$ cat config.mk
export PLATFORM = sky130hd
export DESIGN_NAME = imem_loader
export DESIGN_NICKNAME = d
export VERILOG_FILES = /design/src/rtl/imem_loader.sv
export SDC_FILE = /design/constraint.sdc
export NUM_CORES = 1
export LEC_CHECK = 0
export ABC_AREA = 1
export ABC_CLOCK_PERIOD_IN_PS = 11660
export CORE_MARGIN = 2
export CORE_UTILIZATION = 47
export DETAILED_ROUTE_END_ITERATION = 10
export DONT_BUFFER_PORTS = 1
export GPL_TIMING_DRIVEN = 0
export MAX_ROUTING_LAYER = met4
export SYNTH_ARGS = -nofsm -noshare
export SYNTH_HDL_FRONTEND = slang
export SYNTH_SLANG_ARGS = --single-unit
$ cat constraint.sdc
create_clock -name clk -period 11.66 [get_ports clk]
set_clock_uncertainty 0.15 [all_clocks]
set_input_delay 3.498 -clock clk [delete_from_list [all_inputs] [get_ports clk]]
set_output_delay 3.498 -clock clk [all_outputs]
set_load 0.01 [all_outputs]
$ cat src/rtl/imem_loader.sv
// imem_loader: byte-stream loader for the instruction memory.
// Accepts bytes over a valid/ready handshake and issues registered byte
// writes starting at a programmable base address. Writes that would land
// outside the memory are consumed without a write and end the load in ERR.
// Optional feature macro: IMEM_LOADER_CHECKSUM_EN builds a modulo-256 running
// sum of written bytes; without it the checksum output is tied to zero.
//
// state | meaning
// IDLE  | waiting for start after reset
// LOAD  | accepting bytes, byte_ready high
// DONE  | all requested bytes written
// ERR   | a byte addressed past the end of memory was consumed
module imem_loader #(
    parameter int MEM_BYTES = 201,
    parameter int LEN_W     = 16
) (
    input  logic             clk,
    input  logic             rst,
    input  logic             start,
    input  logic [63:0]      base_addr,
    input  logic [LEN_W-1:0] length,
    input  logic [7:0]       byte_in,
    input  logic             byte_valid,
    output logic             byte_ready,
    output logic             wr_en,
    output logic [63:0]      wr_addr,
    output logic [7:0]       wr_data,
    output logic             busy,
    output logic             done,
    output logic             load_error,
    output logic [LEN_W-1:0] byte_count,
    output logic [7:0]       checksum
);

    localparam logic [1:0] ST_IDLE = 2'd0;
    localparam logic [1:0] ST_LOAD = 2'd1;
    localparam logic [1:0] ST_DONE = 2'd2;
    localparam logic [1:0] ST_ERR  = 2'd3;

    logic [1:0]       state;
    logic [63:0]      base_q;
    logic [LEN_W-1:0] len_q;
    logic [LEN_W-1:0] count_q;
    logic [LEN_W-1:0] count_inc;
    logic [63:0]      addr_cur;
    logic             in_range;
    logic             handshake;
    logic             start_ok;

    // Handshake, target address and range decode for the byte on the bus.
    always_comb begin
        handshake = byte_valid && (state == ST_LOAD);
        start_ok  = start && (state != ST_LOAD);
        addr_cur  = base_q + 64'(count_q);
        in_range  = addr_cur < 64'(MEM_BYTES);
        count_inc = count_q + LEN_W'(1);
    end

    // Status outputs are pure decodes of the state register.
    always_comb begin
        byte_ready = (state == ST_LOAD);
        busy       = (state == ST_LOAD);
        done       = (state == ST_DONE);
        load_error = (state == ST_ERR);
        byte_count = count_q;
    end

    // State transitions, byte counting and the registered write port.
    always_ff @(posedge clk or posedge rst) begin
        if (rst) begin
            state   <= ST_IDLE;
            base_q  <= '0;
            len_q   <= '0;
            count_q <= '0;
            wr_en   <= 1'b0;
            wr_addr <= '0;
            wr_data <= '0;
        end else begin
            wr_en <= 1'b0;
            if (start_ok) begin
                base_q  <= base_addr;
                len_q   <= length;
                count_q <= '0;
                state   <= (length == '0) ? ST_DONE : ST_LOAD;
            end else if (handshake) begin
                // Out-of-range bytes still count so the source sees progress.
                count_q <= count_inc;
                if (in_range) begin
                    wr_en   <= 1'b1;
                    wr_addr <= addr_cur;
                    wr_data <= byte_in;
                    if (count_inc == len_q) begin
                        state <= ST_DONE;
                    end
                end else begin
                    state <= ST_ERR;
                end
            end
        end
    end

`ifdef IMEM_LOADER_CHECKSUM_EN
    logic [7:0] sum_q;

    // Running sum of in-range bytes, updated on the same edge as wr_en.
    always_ff @(posedge clk or posedge rst) begin
        if (rst) begin
            sum_q <= '0;
        end else if (start_ok) begin
            sum_q <= '0;
        end else if (handshake && in_range) begin
            sum_q <= sum_q + byte_in;
        end
    end

    assign checksum = sum_q;
`else
    assign checksum = 8'h00;
`endif

endmodule
# == Yosys cells after proc, flatten, opt, wreduce, memory -nomap -nowiden ==
# Cells that the tools add are included.
# word_totals
n_memories,0
mem_bits_rw,0
ff_bits,171
rom_bits,0
latch_bits,0
word_cells,33
out_inout_bits,101
# op_classes
div,0
add_sub_neg,2
order_cmp,1
bitwise_logic,1
n_eq_ne,6
shifts,0
mul,0
reduce_logical,6
mux,10
# ops
cell,n
$add A64 B16 Y64,1
$lt A64 B8 Y1 const B,1
$mux W16,2
$add A16 B1 Y16 const B,1
$eq A16 B16 Y1,1
$logic_not A16 Y1,1
$mux W2,5
$eq A2 B2 Y1 const B,2
$mux W1,3
$ne A3 B1 Y1 const B,1
$reduce_and A3 Y1,1
$eq A2 B1 Y1 const B,1
$logic_and A1 B1 Y1,2
$ne A2 B1 Y1 const B,1
$reduce_and A2 Y1,1
$reduce_bool A2 Y1,1
$not A1 Y1,1

# == Depth between registers and ports, before layout ==
# Gate-level depths: netlist of the first run.
# depth
ltp_word,6
mapped_depth,24
depth_no_buf,24

# == Worst setup path before layout of the first run ==
# Ideal clock, no wire load.
# synth_path
path_kind,input -> register
startpoint,input start
endpoint,"register count_q[5], in the netlist byte_count[5]"
setup_time_ns,0.083
n_path_buf,2
stages,5
t_required_ns,11.427
arrival_time_ns,4.336
path_slack_ns,7.091
path_cell_list,nand2_1 -> clkbuf_1 -> nand2_1 -> clkbuf_1 -> o22ai_1
# synth_via
elab_chain_len,2
word_cells_on_any_way,3
cone_classes,mux: 1; reduce/logical: 2
# synth_lines
item,line,source
start: declaration,19,"input logic start,"
$logic_and A1 B1 Y1 (*),53,start_ok = start && (state != ST_LOAD);
$mux W16 or $reduce_bool A2 Y1 (tied branches),--,
end signal: assignment,87,count_q <= count_inc;
end: declaration,43,logic [LEN_W-1:0] count_q;
# Every way passes the cells marked *; elsewhere a longest branch is shown, timed or not.
# A chain may end at the register's enable or synchronous reset.

# == Worst setup path in the final report of the first run ==
# layout_path
startpoint,register state[1]
endpoint,output byte_ready
# layout_via
elab_chain_len,1
# layout_lines
item,line,source
start: declaration,40,logic [1:0] state;
start signal: assignment,84,state <= (length == '0) ? ST_DONE : ST_LOAD;
$eq A2 B1 Y1,--,
end: declaration,24,"output logic byte_ready,"
# Every way passes these cells.

==> metrics.csv, run 1 <==
metric,value,unit
core area,21100,um^2
Leak,6.32,nW
"flops & latches, synth",171,
Cell Rows,53,
CP Max Fanout,3,
Synth Cell Area,10100,um^2
"Clk pin slew, worst setup/hold paths",0.08,ns
Hold EP,base_q[3],
GP Congestion,0.982,
ant diodes,0,
DRC violations left,0,
nets,1651,
Hold/Removal Path Class,reg2reg,
Pre-Repair DR Iteration Count,5,
die height,151,um
fin crit share,42.0,%
Synth area leader,dfrtp_1,
Worst Setup End Kind,primary output,
"antenna viol nets, final",0,
synth warn,0,
Async SR Flop Fraction,100,%
cts bufs inserted,17,
Port Buf Inserts,0,
Critical Path AT,1.25,ns
Synth area leaders,"dfrtp_1, nand2_1, inv_1",
Starting DRT DRC Count,596,
number of hold buffers added after CTS,0,
total vias in the final route,9277,
"Seq/Total Area, Yosys",42.2,%
Final Hold Viols,0,
first-pass GRT wire length,47500,um
fin util,53.1,%
cells after synthesis,1514,
worst reg2reg path startpoint,byte_count[0],
hold path depth,2,
R2R setup slack,7.58,ns
Overflow after GRT,0,
Worst-Margin Slew,0.917,ns
initial core utilization,48.1,%
DIE AREA,22800,um^2
worst relative slew slack,38.9,%
area grow syn2layout,10.3,%
Fin Setup TNS,0,ns
pwr/cell area,193,nW/um^2
status,completed,
DR vias/cell,5.07,
endpoints failing setup,0,
H-tree Lvls,4,
WL per Instance,16.7,um
fillers,2180,
Die Width,151,um
Max VDD drop,0.116,mV
number of synthesized flops with an enable pin,0,
Tot GR Track Use,28.4,%
Final Non-Filler Cells,1829,
largest net degree at the start of global routing,113,
RSZ-0062 raised after global routing,false,
worst endpoint required time,8.01,ns
"Distinct cells, synth",37,
count of final max-slew check failures,0,
max cap viols,0,
Hold Startpoint,base_q[3],
Reg-to-Reg End,wr_data[0],
post-CTS setup buffer count,0,
vias in the first global route,8713,
ys flop type,dfrtp_1,
DP HPWL,24000,um
Resized Gates After CTS,0,
Avg Inst Size Synth,6.70,um^2
minimum clock period,4.90,ns
clock latency on the worst-skew pair,0.45,ns
Placed Cells,1797,
Yosys top cell area share,42.2,%
CP Launch Type,register,
worst hold margin,0.342,ns
I/O pin cnt,193,
R2R cell count,22,
root buf cell,clkbuf_16,
Routed WL,30500,um
Clock Path Buffers,2,
initial antenna violation count,0,
Fmax achieved,204,MHz
CP Class,reg2out,
TritonCTS clock tree,done,
share of layout cells above drive strength 1,4.31,%
clk sink count,171,
==> logic make-up after synthesis <==
group / share of synthesized area (%)
other: 0.0370
xor gates and xnor gates: 1.73
AOI/OAI and AO/OA: 5.48
buffers and inverters: 11.4
DFF: 42.2
and+or+nand+nor: 36.9
adders and majority gates: 2.29
==> registers in the layout, summed over array words and instances (netlist names) <==
name,cells
base_q,64
byte_count,16
len_q,16
state,2
wr_addr,64
wr_data,8
wr_en,1
==> how the worst max path moves through the flow <==
stage,startpoint,end,slack (ns),cells past startpoint
2_1_floorplan,rst,base_q[0],3.38,1
3_3_place_gp,rst,wr_addr[10],1.44,1
3_5_place_dp,start,base_q[3],6.35,6
4_1_cts,state[1],byte_ready,6.74,4
5_1_grt,state[1],byte_ready,6.67,4
6_report,state[1],byte_ready,6.76,4
==> metrics by stage <==
step	instance area (um^2)	setup WS, ns	power, W
finish	11200	6.76	0.00216
global route	11200	6.67	0.00232
global placement	10500	1.44	0.00154
detailed placement	10600	6.35	0.00155
floorplan	10200	3.38	0.00134
CTS	11200	6.74	0.00217
==> per-layer routing <==
metal	share of wire (%)	global-route usage, %	wire [um]
met1	44	36.7	13400
met5	0	-	0
met3	7.9	7.35	2400
met4	2.3	7.57	713
met2	46	44.6	14000
==> power by group <==
group / internal (W) / switching [W] / total [W] / leakage, nW
combinational: 0.000219 / 0.000439 / 0.000657 / 3.77
clock: 0.000302 / 0.000313 / 0.000615 / 0.307
sequential: 0.000730 / 0.000156 / 0.000887 / 2.25
==> cell usage in the layout, fill, tap and decap left out, types with 3 or more instances in the layout <==
cell / synthesis / layout
inv_2: 6 / 6
inv_12: 0 / 6
nor2_1: 101 / 101
o21ai_1: 8 / 8
ha_1: 17 / 17
nand3b_1: 7 / 7
dfrtp_1: 171 / 171
nor3_1: 26 / 26
nand3_1: 99 / 99
xor2_1: 14 / 14
a21oi_1: 9 / 9
clkbuf_16: 0 / 17
clkinv_8: 0 / 5
or2_2: 4 / 4
xnor2_1: 6 / 6
buf_4: 9 / 9
nor2_2: 5 / 5
o22ai_1: 12 / 12
o21bai_1: 3 / 3
clkbuf_1: 25 / 25
nor4_1: 3 / 3
o21ai_0: 73 / 73
nand4_1: 32 / 32
inv_1: 251 / 250
nand2_1: 615 / 615
conb_1: 1 / 8
==> worst max-delay path, stage by stage, from the launching register on <==
cell and delay (ns):
dfrtp_1 0.40, inv_1 0.08, nand2_1 0.06, inv_1 0.13, buf_4 0.14
==> synth_stat cells (2+ instances only) <==
cell      count
nand2_1     615
xor2_1       14
nor2_2        5
dfrtp_1     171
nand3b_1      7
o21bai_1      3
nor2_4        2
nand4_1      32
nor3_2        2
xnor2_1       6
nor2_1      101
inv_2         6
clkbuf_1     25
nor3_1       26
buf_4         9
or2_2         4
o21ai_0      73
inv_1       251
o22ai_1      12
ha_1         17
nand3_1      99
buf_6         2
a21oi_1       9
nor4_1        3
o21ai_1       8
==> cell type report <==
| cell class | count | area, um^2 | area share (%) |
|---|---|---|---|
| multi-input combinational | 1055 | 4730 | 42.3 |
| sequential | 171 | 4280 | 38.2 |
| inverter | 257 | 972 | 8.69 |
| clock buffer | 17 | 425 | 3.80 |
| tap | 275 | 344 | 3.07 |
| clock inverter | 15 | 216 | 1.93 |
| buffer | 38 | 193 | 1.72 |
| timing repair buffer | 1 | 27.5 | 0.246 |
No activity file was read; power rests on OpenSTA's default activity.
==> inputs of run 2 (changes only) <==
--- a/config.mk
+++ b/config.mk
@@ -6,7 +6,7 @@
 export NUM_CORES = 1
 export LEC_CHECK = 0
 export ABC_AREA = 1
-export ABC_CLOCK_PERIOD_IN_PS = 11660
+export ABC_CLOCK_PERIOD_IN_PS = 4300
 export CORE_MARGIN = 2
 export CORE_UTILIZATION = 47
 export DETAILED_ROUTE_END_ITERATION = 10
==> constraint.sdc (replaced) <==
create_clock -name clk -period 4.3 [get_ports clk]
set_clock_uncertainty 0.15 [all_clocks]
set_input_delay 1.29 -clock clk [delete_from_list [all_inputs] [get_ports clk]]
set_output_delay 1.29 -clock clk [all_outputs]
set_load 0.01 [all_outputs]
==> metrics.csv, run 2 (synthesized netlist as in run 1, its figures left out) <==
metric,value,unit,change
most frequent cells in the layout,"nand2_1, inv_1, dfrtp_1",,unchanged
core area,21100,um^2,unchanged
status,completed,,unchanged
clk sink count,171,,unchanged
grt met1 use,36.2,%,was 36.7%
Clock Path Buffers,2,,unchanged
count of final max-slew check failures,0,,unchanged
GRT met3 Usage,6.93,%,was 7.35%
Cell Rows,53,,unchanged
Starting DRT DRC Count,624,,was 596
share of layout cells above drive strength 1,4.62,%,was 4.31%
I/O pin cnt,193,,unchanged
total power,0.00585,W,was 0.00216 W
Pre-Repair DR Iteration Count,6,,was 5
DR vias/cell,5.06,,was 5.07
Routed WL,30000,um,was 30500 um
RSZ-0062 raised after global routing,false,,unchanged
CP Launch Type,register,,unchanged
first-pass GRT wire length,47900,um,was 47500 um
DIE AREA,22800,um^2,unchanged
"antenna viol nets, final",0,,unchanged
Die Width,151,um,unchanged
Overflow after GRT,0,,unchanged
H-tree Lvls,4,,unchanged
post-CTS setup buffer count,0,,unchanged
vias in the first global route,8933,,was 8713
largest net degree at the start of global routing,42,,was 113
initial core utilization,48.1,%,unchanged
cts bufs inserted,17,,unchanged
worst relative slew slack,42.5,%,was 38.9%
Resized Gates After CTS,0,,unchanged
fin util,53.3,%,was 53.1%
nets,1654,,was 1651
area post-placement,10600,um^2,about the same
DP HPWL,24000,um,about the same
Leak,6.34,nW,was 6.32 nW
root buf cell,clkbuf_16,,unchanged
Worst Setup End Kind,register,,was primary output
ant diodes,0,,unchanged
fillers,2207,,was 2180
minimum clock period,4.00,ns,
Critical Path AT,4.18,ns,was 1.25 ns
Final Hold Viols,0,,unchanged
total vias in the final route,9274,,was 9277
TritonCTS clock tree,done,,unchanged
final instance area,11200,um^2,about the same
Top Registers,"base_q x64, wr_addr x64",,unchanged
die height,151,um,unchanged
max cap viols,0,,unchanged
"Clk pin slew, worst setup/hold paths",0.08,ns,about the same
Placed Cells,1800,,was 1797
fin crit share,93.0,%,
DRC violations left,0,,unchanged
Hold/Removal Path Class,reg2reg,,unchanged
Final Non-Filler Cells,1832,,was 1829
CP Class,reg2reg,,was reg2out
"commonest non-fill, non-tap cell in the layout",nand2_1,,unchanged
initial antenna violation count,0,,unchanged
Port Buf Inserts,0,,unchanged
clock latency on the worst-skew pair,0.45,ns,about the same
Worst-Margin Slew,0.862,ns,was 0.917 ns
GP Congestion,0.960,,was 0.982
GRT busiest layer,met2,,unchanged
Fmax achieved,250,MHz,
CP Max Fanout,10,,was 3
met2 usage,44.9,%,was 44.6%
Tot GR Track Use,28.3,%,was 28.4%
pwr/cell area,520,nW/um^2,was 193 nW/um^2
area grow syn2layout,10.9,%,was 10.3%
endpoints failing setup,0,,unchanged
Max VDD drop,0.320,mV,was 0.116 mV
number of hold buffers added after CTS,0,,unchanged
WL per Instance,16.4,um,was 16.7 um
worst endpoint required time,4.48,ns,was 8.01 ns
-- run 2: area by class of cell --
| type | count | area [um^2] | share of cell area, % |
|---|---|---|---|
| multi-input cells | 1055 | 4740 | 42.1 |
| well taps | 275 | 344 | 3.06 |
| clock buffers | 17 | 425 | 3.78 |
| flip-flops and latches | 171 | 4280 | 38.0 |
| clock inverters | 15 | 221 | 1.97 |
| plain buffers | 38 | 193 | 1.71 |
| inverters | 257 | 968 | 8.61 |
| repair buffers | 4 | 80.1 | 0.712 |
-- run 2: worst paths after layout --
check,slack [ns],end,start,depth (start not counted)
max reg2reg,0.30,wr_data[3],byte_count[0],20
min in group asynchronous,0.71,wr_addr[23],rst,1
max,0.30,wr_data[3],byte_count[0],20
min,0.34,base_q[5],base_q[5],2
min reg2reg,0.34,base_q[5],base_q[5],2
max in group asynchronous,2.15,base_q[20],rst,4
-- run 2: where the power goes --
| part | leakage, nW | switching, W | total [W] | internal, W |
|---|---|---|---|---|
| combinational | 3.79 | 0.00119 | 0.00179 | 0.000598 |
| sequential | 2.25 | 0.000421 | 0.00240 | 0.00198 |
| clock | 0.308 | 0.000839 | 0.00166 | 0.000818 |
-- run 2: stage by stage --
| step | hold WS [ns] | worst slack, ns | setup TNS (ns) |
|---|---|---|---|
| 2_1_floorplan | 0.303 | 0.677 | 0 |
| 3_3_place_gp | 0.317 | -0.289 | -45.41 |
| 3_5_place_dp | 0.320 | 0.277 | 0 |
| 4_1_cts | 0.340 | 0.253 | 0 |
| 5_1_grt | 0.348 | 0.0147 | 0 |
| 6_report | 0.338 | 0.301 | 0 |
-- run 2: routing by layer --
| layer | vias to the layer above | part of all wire [%] |
|---|---|---|
| li1 | 4711 | - |
| met4 | 0 | 2.3 |
| met3 | 47 | 7.3 |
| met5 | - | 0 |
| met1 | 4224 | 44 |
| met2 | 292 | 46 |
-- run 2: worst max-delay path, stage by stage, from the launching register on --
cell      delay, ns
dfrtp_2        0.47
ha_1           0.20
inv_1          0.05
fa_1           0.40
inv_1          0.07
nand3_1        0.17
nor2_1         0.20
nand2_1        0.10
nand3_1        0.24
nand2_1        0.12
nand2_1        0.27
nand3_1        0.11
nand2_1        0.08
nand2_1        0.06
nor2_1         0.19
nand3_1        0.13
nor2_2         0.26
nand3_4        0.18
clkbuf_1       0.26
nand2_1        0.12
nand2_1        0.05
==> inputs of run 3 (changes only) <==
--- a/config.mk
+++ b/config.mk
@@ -13,6 +13,7 @@
 export DONT_BUFFER_PORTS = 1
 export GPL_TIMING_DRIVEN = 0
 export MAX_ROUTING_LAYER = met4
+export PLACE_DENSITY = 0.75
 export SYNTH_ARGS = -nofsm -noshare
 export SYNTH_HDL_FRONTEND = slang
 export SYNTH_SLANG_ARGS = --single-unit
==> metrics.csv, run 3 (synthesized netlist as in run 1, its figures left out) <==
metric,value,unit,change
Worst-Margin Slew,0.924,ns,was 0.862 ns
die height,151,um,unchanged
minimum clock period,3.97,ns,was 4.00 ns
cts bufs inserted,17,,unchanged
"antenna viol nets, final",0,,unchanged
count of final max-slew check failures,0,,unchanged
sw frac,41.8,%,was 41.9%
RSZ-0062 raised after global routing,false,,unchanged
"Clk pin slew, worst setup/hold paths",0.08,ns,about the same
Worst path slowest cell,dfrtp_2,,unchanged
worst relative slew slack,38.4,%,was 42.5%
DIE AREA,22800,um^2,unchanged
Starting DRT DRC Count,769,,was 624
Cell Rows,53,,unchanged
CP peak stage delay,0.49,ns,was 0.47 ns
nets,1654,,unchanged
clock latency on the worst-skew pair,0.45,ns,about the same
endpoints failing setup,0,,unchanged
Hold EP,base_q[6],,was base_q[5]
first-pass GRT wire length,47200,um,was 47900 um
Hold/Removal Path Class,reg2reg,,unchanged
DRC violations left,0,,unchanged
final instance area,11300,um^2,was 11200 um^2
Routed WL,30300,um,was 30000 um
GP Congestion,0.985,,was 0.960
CP cell instances,ha_1 > inv_1 > fa_1 > inv_1 > nand3_1 > nor2_1 > nand2_1 > nand3_1 > nand2_1 > nand2_1 > nand3_1 > nand2_1 > nand2_1 > nor2_1 > nand3_1 > nor2_4 > nand3_4 > buf_6 > buf_6 > nand2_1 > inv_1,,was ha_1 > inv_1 > fa_1 > inv_1 > nand3_1 > nor2_1 > nand2_1 > nand3_1 > nand2_1 > nand2_1 > nand3_1 > nand2_1 > nand2_1 > nor2_1 > nand3_1 > nor2_2 > nand3_4 > clkbuf_1 > nand2_1 > nand2_1
met1 WL,13500,um,was 13300 um
"Worst Setup Slack, final",0.334,ns,was 0.301 ns
R2R cell count,21,,was 20
ant diodes,0,,unchanged
DP HPWL,24100,um,was 24000 um
root buf cell,clkbuf_16,,unchanged
Pre-Repair DR Iteration Count,5,,was 6
clk sink count,171,,unchanged
Critical Path AT,4.15,ns,was 4.18 ns
CP Launch Type,register,,unchanged
I/O pin cnt,193,,unchanged
"commonest non-fill, non-tap cell in the layout",nand2_1,,unchanged
TritonCTS clock tree,done,,unchanged
R2R setup slack,0.33,ns,was 0.30 ns
cell class contributing the biggest share of worst-path delay,simple AND/OR/NAND/NOR gates,,unchanged
Hold Startpoint,base_q[6],,was base_q[5]
Final Hold Viols,0,,unchanged
WL per Instance,16.5,um,was 16.4 um
worst endpoint required time,4.48,ns,about the same
CP Max Fanout,10,,unchanged
Tot GR Track Use,27.9,%,was 28.3%
share of layout cells above drive strength 1,4.75,%,was 4.62%
pwr/cell area,524,nW/um^2,was 520 nW/um^2
Worst Setup End Kind,register,,unchanged
Top Registers,"base_q x64, wr_addr x64",,unchanged
DR vias/cell,5.16,,was 5.06
Fmax achieved,252,MHz,was 250 MHz
CP dominant cell by count,nand2_1,,unchanged
H-tree Lvls,4,,unchanged
power share of the clock group,28.1,%,was 28.3%
most frequent cells in the layout,"nand2_1, inv_1, dfrtp_1",,unchanged
status,completed,,unchanged
Crit path buffers/inverters,5,,was 3
Overflow after GRT,0,,unchanged
vias in the first global route,8957,,was 8933
Reg-to-Reg End,wr_addr[12],,was wr_data[3]
Max VDD drop,0.316,mV,was 0.320 mV
max cap viols,0,,unchanged
Final Non-Filler Cells,1832,,unchanged
wire length on met3,2490,um,was 2190 um
largest net degree at the start of global routing,46,,was 42
Leak,6.34,nW,about the same
logic gate share of total power,30.8,%,was 30.6%
post-CTS setup buffer count,0,,unchanged
Top Layer Used,met4,,unchanged
hold path depth,2,,unchanged
initial core utilization,48.1,%,unchanged
Clock Path Buffers,2,,unchanged
area grow syn2layout,11.0,%,was 10.9%
internal power,0.00343,W,was 0.00340 W
Placed Cells,1800,,unchanged
worst reg2reg path startpoint,byte_count[0],,unchanged
P_sw,0.00246,W,was 0.00245 W
total vias in the final route,9454,,was 9274
Flop pwr share,41.1,%,about the same
area post-placement,10600,um^2,unchanged
Port Buf Inserts,0,,unchanged
core area,21100,um^2,unchanged
Die Width,151,um,unchanged
routed wl met2,13700,um,was 13800 um
fin crit share,92.2,%,was 93.0%
CP Class,reg2reg,,unchanged
initial antenna violation count,0,,unchanged
Setup WS pre-CTS,0.246,ns,was 0.277 ns
==> run 3: cell types whose count changed in the layout (fill, tap and decap cells not counted), sizes merged <==
| cell | change |
|---|---|
| clkinvlp | +1 |
| bufinv | +1 |
| clkinv | +1 |
| inv | -3 |
==> run 3: worst max path at each step <==
stage / endpoint / from / slack (ns) / cells past startpoint
3_5_place_dp: wr_addr[50] / byte_count[0] / 0.25 / 20
2_1_floorplan: base_q[0] / rst / 0.68 / 1
4_1_cts: wr_addr[50] / byte_count[0] / 0.21 / 20
3_3_place_gp: base_q[13] / rst / -0.19 / 1
5_1_grt: wr_addr[9] / byte_count[0] / 0.07 / 23
6_report: wr_addr[12] / byte_count[0] / 0.33 / 21
==> run 3: tightest hold or removal path, cell delays in order, from the launching register on <==
cell	delay, ns
dfrtp_1	0.35
nand2_1	0.06
nand2_1	0.05
==> run 3: layout make-up <==
class                           count  area (um^2)
Fill cell                        2122         9830
Multi-Input combinational cell   1055         4740
Sequential cell                   171         4280
Inverter                          257          968
Clock buffer                       17          425
Tap cell                          275          344
Clock inverter                     15          221
Buffer                             38          195
Timing Repair Buffer                4         80.1
==> run 3: power by group through the flow <==
| stage | Combinational (W) | Sequential [W] | Clock [W] |
|---|---|---|---|
| finish | 0.00182 | 0.00242 | 0.00166 |
| global route | 0.00210 | 0.00247 | 0.00176 |
| CTS | 0.00181 | 0.00241 | 0.00169 |
| detailed placement | 0.00180 | 0.00243 | 0 |
| global placement | 0.00176 | 0.00243 | 0 |
| floorplan | 0.00135 | 0.00228 | 0 |
==> run 3: stage by stage <==
stage | utilization [%] | setup TNS (ns) | power (W) | hold slack [ns]
after floorplan | - | 0 | 0.00363 | 0.303
after global placement | 49.9 | -29.60 | 0.00418 | 0.316
after detailed placement | 50.3 | 0 | 0.00423 | 0.322
after CTS | 53.3 | 0 | 0.00592 | 0.343
after global routing | 53.4 | 0 | 0.00633 | 0.373
final | 53.4 | 0 | 0.00590 | 0.339
==> run 3: what timing repair did <==
action                                 CTS  global route
hold buffers                             0             0
setup endpoints to repair                0            70
endpoints found under the hold margin    0             0
resized for setup                        0             7
==> run 3: layer usage <==
metal	vias to the layer above	track usage [%]
li1	4697	-
met1	4381	38.2
met2	337	42.4
met3	39	5.57
met4	0	8.13
met5	-	-
